===== src/rtl/s2p_pkg.sv =====
// Shared definitions for the SPI serial-to-parallel front end.
//   DEF_WIDTH / DEF_DEPTH / DEF_TIMEOUT : default word width, FIFO depth, idle timeout
//   frame_state_t                      : frame tracker state
//   s2p_entry_t                        : FIFO entry layout at the default width
package s2p_pkg;

  localparam int unsigned DEF_WIDTH   = 8;
  localparam int unsigned DEF_DEPTH   = 4;
  localparam int unsigned DEF_TIMEOUT = 4;

  typedef enum logic {
    FR_IDLE   = 1'b0,
    FR_ACTIVE = 1'b1
  } frame_state_t;

  typedef struct packed {
    logic                 sof;
    logic [DEF_WIDTH-1:0] data;
  } s2p_entry_t;

endpackage


===== src/rtl/s2p_word_fifo.sv =====
// Synchronous FIFO holding completed words.
//   iclk, rst  : clock, synchronous active-high reset
//   push/wdata : write request; dropped when full unless a pop happens the same cycle
//   pop/rdata  : read request (ignored when empty) and head entry
//   full/empty : occupancy flags
//   count      : number of stored entries
module s2p_word_fifo #(
  parameter int unsigned DW    = 9,
  parameter int unsigned DEPTH = 4
) (
  input  logic                       iclk,
  input  logic                       rst,
  input  logic                       push,
  input  logic [DW-1:0]              wdata,
  input  logic                       pop,
  output logic [DW-1:0]              rdata,
  output logic                       full,
  output logic                       empty,
  output logic [$clog2(DEPTH+1)-1:0] count
);

  localparam int unsigned AW = $clog2(DEPTH);
  localparam int unsigned CW = $clog2(DEPTH+1);

  logic [DW-1:0] mem [DEPTH];
  logic [AW-1:0] wr_ptr;
  logic [AW-1:0] rd_ptr;
  logic [CW-1:0] cnt;
  logic          do_push;
  logic          do_pop;

  assign full    = (cnt == CW'(DEPTH));
  assign empty   = (cnt == '0);
  assign do_pop  = pop & ~empty;
  // A pop frees the slot this cycle, so a full FIFO can still accept a push.
  assign do_push = push & (~full | do_pop);

  // Pointers wrap naturally because DEPTH is a power of two.
  always_ff @(posedge iclk) begin
    if (rst) begin
      wr_ptr <= '0;
      rd_ptr <= '0;
      cnt    <= '0;
    end else begin
      if (do_push) wr_ptr <= wr_ptr + AW'(1);
      if (do_pop)  rd_ptr <= rd_ptr + AW'(1);
      cnt <= cnt + CW'(do_push) - CW'(do_pop);
    end
  end

  // Storage needs no reset; the head is qualified by empty downstream.
  always_ff @(posedge iclk) begin
    if (do_push) mem[wr_ptr] <= wdata;
  end

  assign rdata = mem[rd_ptr];
  assign count = cnt;

endmodule


===== src/rtl/s2p_deserializer.sv =====
// Oversampling SPI deserializer: assembles WIDTH-bit words, ends frames on an
// idle timeout and buffers words in a FIFO behind a valid/ready handshake.
//   iclk, rst            : internal clock, synchronous active-high reset
//   spi_clk, serial_in   : asynchronous SPI pins, sampled on iclk
//   m_data/m_sof/m_valid : FIFO head word, first-of-frame flag, non-empty
//   m_ready              : consumer accept
//   frame_done/frag_err  : frame end pulse / frame ended with a partial word
//   overflow             : completed word dropped because the FIFO was full
//   fill                 : FIFO occupancy
module s2p_deserializer
  import s2p_pkg::*;
#(
  parameter int unsigned WIDTH     = DEF_WIDTH,
  parameter int unsigned DEPTH     = DEF_DEPTH,
  parameter int unsigned TIMEOUT   = DEF_TIMEOUT,
  parameter int unsigned MSB_FIRST = 1
) (
  input  logic                       iclk,
  input  logic                       rst,
  input  logic                       spi_clk,
  input  logic                       serial_in,
  output logic [WIDTH-1:0]           m_data,
  output logic                       m_sof,
  output logic                       m_valid,
  input  logic                       m_ready,
  output logic                       frame_done,
  output logic                       frag_err,
  output logic                       overflow,
  output logic [$clog2(DEPTH+1)-1:0] fill
);

  localparam int unsigned BW = $clog2(WIDTH+1);
  localparam int unsigned IW = $clog2(TIMEOUT+1);
  localparam int unsigned FW = $clog2(DEPTH+1);

  typedef struct packed {
    logic             sof;
    logic [WIDTH-1:0] data;
  } entry_t;

  logic         clk_s1, clk_s2, clk_prev, dat_s1, dat_s2;
  logic         edge_q, bit_q;
  logic         edge_nxt_c;
  frame_state_t state_q, state_d;
  logic [WIDTH-1:0] sh_q, sh_d;
  logic [BW-1:0]    bit_cnt_q, bit_cnt_d;
  logic [IW-1:0]    idle_q, idle_d;
  logic         sof_pend_q, sof_pend_d;
  logic         push_c, timeout_c, frag_c, pop_c;
  entry_t       push_entry, head_entry;
  logic         fifo_full, fifo_empty;
  logic [FW-1:0] fifo_count;

  // Two-flop synchronisers on both pins, then a registered rising-edge strobe
  // with the data bit captured alongside it.
  always_ff @(posedge iclk) begin
    if (rst) begin
      clk_s1   <= 1'b0;
      clk_s2   <= 1'b0;
      clk_prev <= 1'b0;
      dat_s1   <= 1'b0;
      dat_s2   <= 1'b0;
      edge_q   <= 1'b0;
      bit_q    <= 1'b0;
    end else begin
      clk_s1   <= spi_clk;
      clk_s2   <= clk_s1;
      clk_prev <= clk_s2;
      dat_s1   <= serial_in;
      dat_s2   <= dat_s1;
      edge_q   <= edge_nxt_c;
      bit_q    <= dat_s2;
    end
  end

  // Edge that edge_q will carry next cycle; lets the timeout pulse be registered
  // yet still land exactly TIMEOUT cycles after the last edge.
  assign edge_nxt_c = clk_s2 & ~clk_prev;

  // Frame tracker, shifter and counters.
  always_ff @(posedge iclk) begin
    if (rst) begin
      state_q    <= FR_IDLE;
      sh_q       <= '0;
      bit_cnt_q  <= '0;
      idle_q     <= '0;
      sof_pend_q <= 1'b1;
      frame_done <= 1'b0;
      frag_err   <= 1'b0;
      overflow   <= 1'b0;
    end else begin
      state_q    <= state_d;
      sh_q       <= sh_d;
      bit_cnt_q  <= bit_cnt_d;
      idle_q     <= idle_d;
      sof_pend_q <= sof_pend_d;
      frame_done <= timeout_c;
      frag_err   <= frag_c;
      overflow   <= push_c & fifo_full & ~pop_c;
    end
  end

  always_comb begin
    state_d    = state_q;
    sh_d       = sh_q;
    bit_cnt_d  = bit_cnt_q;
    idle_d     = idle_q;
    sof_pend_d = sof_pend_q;
    push_c     = 1'b0;
    timeout_c  = 1'b0;
    frag_c     = 1'b0;

    if (edge_q) begin
      if (MSB_FIRST != 0) sh_d = {sh_q[WIDTH-2:0], bit_q};
      else                sh_d = {bit_q, sh_q[WIDTH-1:1]};
      state_d = FR_ACTIVE;
      idle_d  = '0;
      if (bit_cnt_q == BW'(WIDTH-1)) begin
        push_c     = 1'b1;
        bit_cnt_d  = '0;
        sof_pend_d = 1'b0;
      end else begin
        bit_cnt_d = bit_cnt_q + BW'(1);
      end
    end else if (state_q == FR_ACTIVE) begin
      // idle_q holds the quiet cycles already seen; this cycle plus the
      // next (known edge-free) one complete the TIMEOUT-long gap.
      if (!edge_nxt_c && idle_q == IW'(TIMEOUT-2)) begin
        timeout_c  = 1'b1;
        frag_c     = (bit_cnt_q != '0);
        state_d    = FR_IDLE;
        bit_cnt_d  = '0;
        idle_d     = '0;
        sof_pend_d = 1'b1;
      end else begin
        idle_d = idle_q + IW'(1);
      end
    end

    push_entry.sof  = sof_pend_q;
    push_entry.data = sh_d;
  end

  assign pop_c = m_valid & m_ready;

  s2p_word_fifo #(
    .DW    ($bits(entry_t)),
    .DEPTH (DEPTH)
  ) u_fifo (
    .iclk  (iclk),
    .rst   (rst),
    .push  (push_c),
    .wdata (push_entry),
    .pop   (pop_c),
    .rdata (head_entry),
    .full  (fifo_full),
    .empty (fifo_empty),
    .count (fifo_count)
  );

  // Head is forced to zero when empty so stale storage never shows.
  assign m_valid = ~fifo_empty;
  assign m_data  = m_valid ? head_entry.data : '0;
  assign m_sof   = m_valid & head_entry.sof;
  assign fill    = fifo_count;

endmodule


===== config.mk =====
export PLATFORM = sky130hd
export DESIGN_NAME = s2p_deserializer
export DESIGN_NICKNAME = d
export VERILOG_FILES = /design/src/rtl/s2p_pkg.sv /design/src/rtl/s2p_word_fifo.sv /design/src/rtl/s2p_deserializer.sv
export SDC_FILE = /design/constraint.sdc
export NUM_CORES = 1
export LEC_CHECK = 0
export CAP_MARGIN = 5
export CORE_ASPECT_RATIO = 0.8
export CORE_MARGIN = 4
export CORE_UTILIZATION = 57
export DETAILED_ROUTE_END_ITERATION = 8
export GPL_ROUTABILITY_DRIVEN = 0
export PLACE_DENSITY = 0.79
export SLEW_MARGIN = 20
export SYNTH_ARGS = -nofsm -noshare
export SYNTH_HDL_FRONTEND = slang
export SYNTH_SLANG_ARGS = --single-unit

===== constraint.sdc =====
create_clock -name iclk -period 2.6 [get_ports iclk]
set_input_delay 0.52 -clock iclk [delete_from_list [all_inputs] [get_ports iclk]]
set_output_delay 0.52 -clock iclk [all_outputs]
set_load 0.01 [all_outputs]

==> results of run 1 <==
==> synthesized netlist by cell type, types with 2 or more instances <==
master / number / area share, %
mux2_2: 8 / 3.1
nand2b_1: 2 / 0.43
buf_2: 3 / 0.52
o31ai_1: 3 / 0.78
and3_1: 4 / 0.87
mux4_2: 9 / 7.0
xnor2_1: 2 / 0.61
or3_1: 3 / 0.65
ha_1: 10 / 4.3
clkbuf_1: 3 / 0.39
dfxtp_1: 36 / 25
o311ai_0: 3 / 0.91
inv_1: 14 / 1.8
xor2_1: 2 / 0.61
nor2_1: 7 / 0.91
nand2_1: 5 / 0.65
nand3_1: 4 / 0.69
o21ai_0: 5 / 0.87
and2b_1: 5 / 1.3
edfxtp_1: 36 / 37
nor2b_1: 23 / 5.0
a21oi_1: 9 / 1.6
==> where the power goes <==
group          switching [mW]  total (mW)  internal, mW
clock                   0.374       0.800         0.426
combinational           0.283       0.700         0.416
sequential             0.0776        1.31          1.23
total                   0.735        2.81          2.07
==> registers in the layout, summed over array words and instances, names as in the netlist, 2 cells and up, named ones only <==
register	cells
idle_q	3
u_fifo.mem	36
u_fifo.count	3
u_fifo.rd_ptr	2
sh_q	8
u_fifo.wr_ptr	2
bit_cnt_q	4
==> stage by stage <==
stage	power [mW]	util, %	cells
finish	2.81	71.4	304
global route	2.98	71.4	304
CTS	2.81	70.7	304
detailed placement	2.00	66.7	288
global placement	1.99	66.7	288
floorplan	1.73	-	211
==> cell families (layout without fill, tap and decap cells) <==
family	after synthesis	in the layout	share of synthesized area, %
mux	17	17	10.1
simple gates	60	60	12.5
buf+inv	22	55	3.25
flops	72	72	62.4
compound gates	25	25	5.46
xor+xnor	4	4	1.21
fa+ha+maj	11	11	5.03
==> layer usage <==
layer  track usage [%]  up-vias  share of wire (%)
li1                  -      814                  -
met1              24.0      772                 46
met2              26.0       28                 48
met3              7.24        6                4.5
met4              5.62        0                1.0
met5                 0        -                  0
==> what timing repair did <==
item                                    CTS  global route
cloned                                    0             0
hold endpoints to repair                  0             0
gates resized for setup                   1             8
endpoints found under the setup margin   10             9
==> final cells by class <==
cell class,instances,area (um^2)
Clock buffer,13,170
Clock inverter,3,15.0
Fill cell,325,1360
Inverter,14,52.6
Multi-Input combinational cell,117,1000
Sequential cell,72,1800
Tap cell,60,75.1
Timing Repair Buffer,25,260
==> final timing paths <==
| kind | to | slack [ns] | depth (start not counted) |
|---|---|---|---|
| worst min register to register | edge_q$_SDFF_PP0_ | 0.42 | 1 |
| worst max-delay path | m_data[1] | 0.09 | 4 |
| worst min-delay path | edge_q$_SDFF_PP0_ | 0.42 | 1 |
| worst max register to register | u_fifo.count[2]$_SDFF_PP0_ | 0.52 | 8 |
==> flow_metrics.env, run 1 <==
export IMPL_run_status="finished clean"
export IMPL_drt_wirelength_per_cell_um=15.3
export IMPL_final_max_slew_viols=0
export IMPL_starting_density_pct=61.0
export IMPL_routed_wirelength_mm=4.66
export IMPL_worstPathBufferInverterCount=2
export IMPL_critical_path_required_ns=2.08
export IMPL_cts_inserted_buffers=9
export IMPL_synth_fp_nets=227
export IMPL_die_h_um=71.7
export IMPL_share_of_synthesized_area_occupied_by_flip_flops_and_latches_pct=62.4
export IMPL_drtPass1Iterations=4
export IMPL_route_antenna_remaining_nets=0
export IMPL_clock_root_buffer="clkbuf_8"
export IMPL_cpMaxStageDelayCell="mux4_2"
export IMPL_core_rowCount=22
export IMPL_min_delay_start="clk_prev$_SDFF_PP0_"
export IMPL_design_area_um2=3380
export IMPL_die_area_um2=6280
export IMPL_track_usage_pct=17.7
export IMPL_worst_path_max_fanout=9
export IMPL_synth_edf_count=36
export IMPL_drv_max_cap_violation_count=0
export IMPL_io_pins=21
export IMPL_rsz0062_at_grt="false"
export IMPL_path_delay_family="buffers and inverters"
export IMPL_io_buffers=20
export IMPL_core_area_um2=4730
export IMPL_synth_seq_cells=72
export IMPL_placement_setup_worst_slack_ns=0.0777
export IMPL_cts_hold_repair_buffers=0
export IMPL_crit_path_end_kind="primary output"
export IMPL_hold_path_class="reg2reg"
export IMPL_max_freq_mhz=399
export IMPL_clock_sinks=72
export IMPL_synth_lib_cells_used_distinct=37
export IMPL_post_synth_cell_area_avg_um2=13.7
export IMPL_p_leak_nw=1.29
export IMPL_postCtsSetupBuffers=0
export IMPL_fin_skew_ns=0.00525
export IMPL_fin_hold_ws_ns=0.421
export IMPL_ys_async_sr_fraction_pct=0
export IMPL_crit_arrival_ns=1.99
export IMPL_global_route_wire_length_before_repair_mm=8.18
export IMPL_yosys_warnings=0
export IMPL_grt_start_max_net_pins=14
export IMPL_drt_first_iter_violations=88
export IMPL_grt_antenna_before_repair=0
export IMPL_drive_gt1_share_pct=16.0
export IMPL_grt_pass1_vias=1582
export IMPL_min_clock_period_post_route_ns=2.51
export IMPL_syn2layout_area_growth_pct=17.0
export IMPL_synth_main_ff_cell="edfxtp_1"
export IMPL_antenna_cells_inserted=0
export IMPL_route_detailed_vias_per_inst=5.33
export IMPL_cell_count_after_synthesis=211
export IMPL_ir_worst_vdd_mv=0.747
export IMPL_power_density_nw_per_um2=831
export IMPL_grt_overflow=0
export IMPL_layout_worst_path_cycle_share_pct=96.4
export IMPL_tritoncts="built"
export IMPL_vias=1620
export IMPL_timing_rr_start="u_fifo.count[1]$_SDFF_PP0_"
export IMPL_critical_path_max_stage_delay_ns=0.50
export IMPL_tightest_slew_ns=0.481
export IMPL_synthesis_area_um2=2890
export IMPL_drc_errors=0
export IMPL_setup_total_negative_slack_ns=0
export IMPL_post_route_worst_setup_slack_ns=0.0925
export IMPL_post_dp_hpwl_mm=3.20
export IMPL_setup_worst_path_start_class="flip-flop"
export IMPL_mostFrequentLayoutCells="dfxtp_1 (36), edfxtp_1 (36), nor2b_1 (23), clkdlybuf4s50_1 (16), inv_1 (14)"
export IMPL_crit_chain="buf_12 -> mux4_2 -> and2b_1 -> clkdlybuf4s50_1"
export IMPL_detailed_place_area_um2=3160
export IMPL_final_hold_violation_count=0
export IMPL_max_clock_path_buffers=2
export IMPL_maxSlewHeadroom_pct=67.5
export IMPL_crit_type="reg2out"
export IMPL_htree_num_levels=3
export IMPL_clk_transition_reported_paths_ns=0.07
export IMPL_finalSetupViolations=0
export IMPL_fin_nets=255
export IMPL_die_w_um=87.6
export IMPL_clock_latency_at_the_later_pin_of_the_worst_skew_pair_ns=0.33
Power figures use the tool's default switching activity.
==> inputs of run 2 (changes only) <==
Settings changed: CAP_MARGIN 5 to 0.
==> results of run 2 <==
Same layout as run 1: the final DEF is identical, and so are final timing and power.
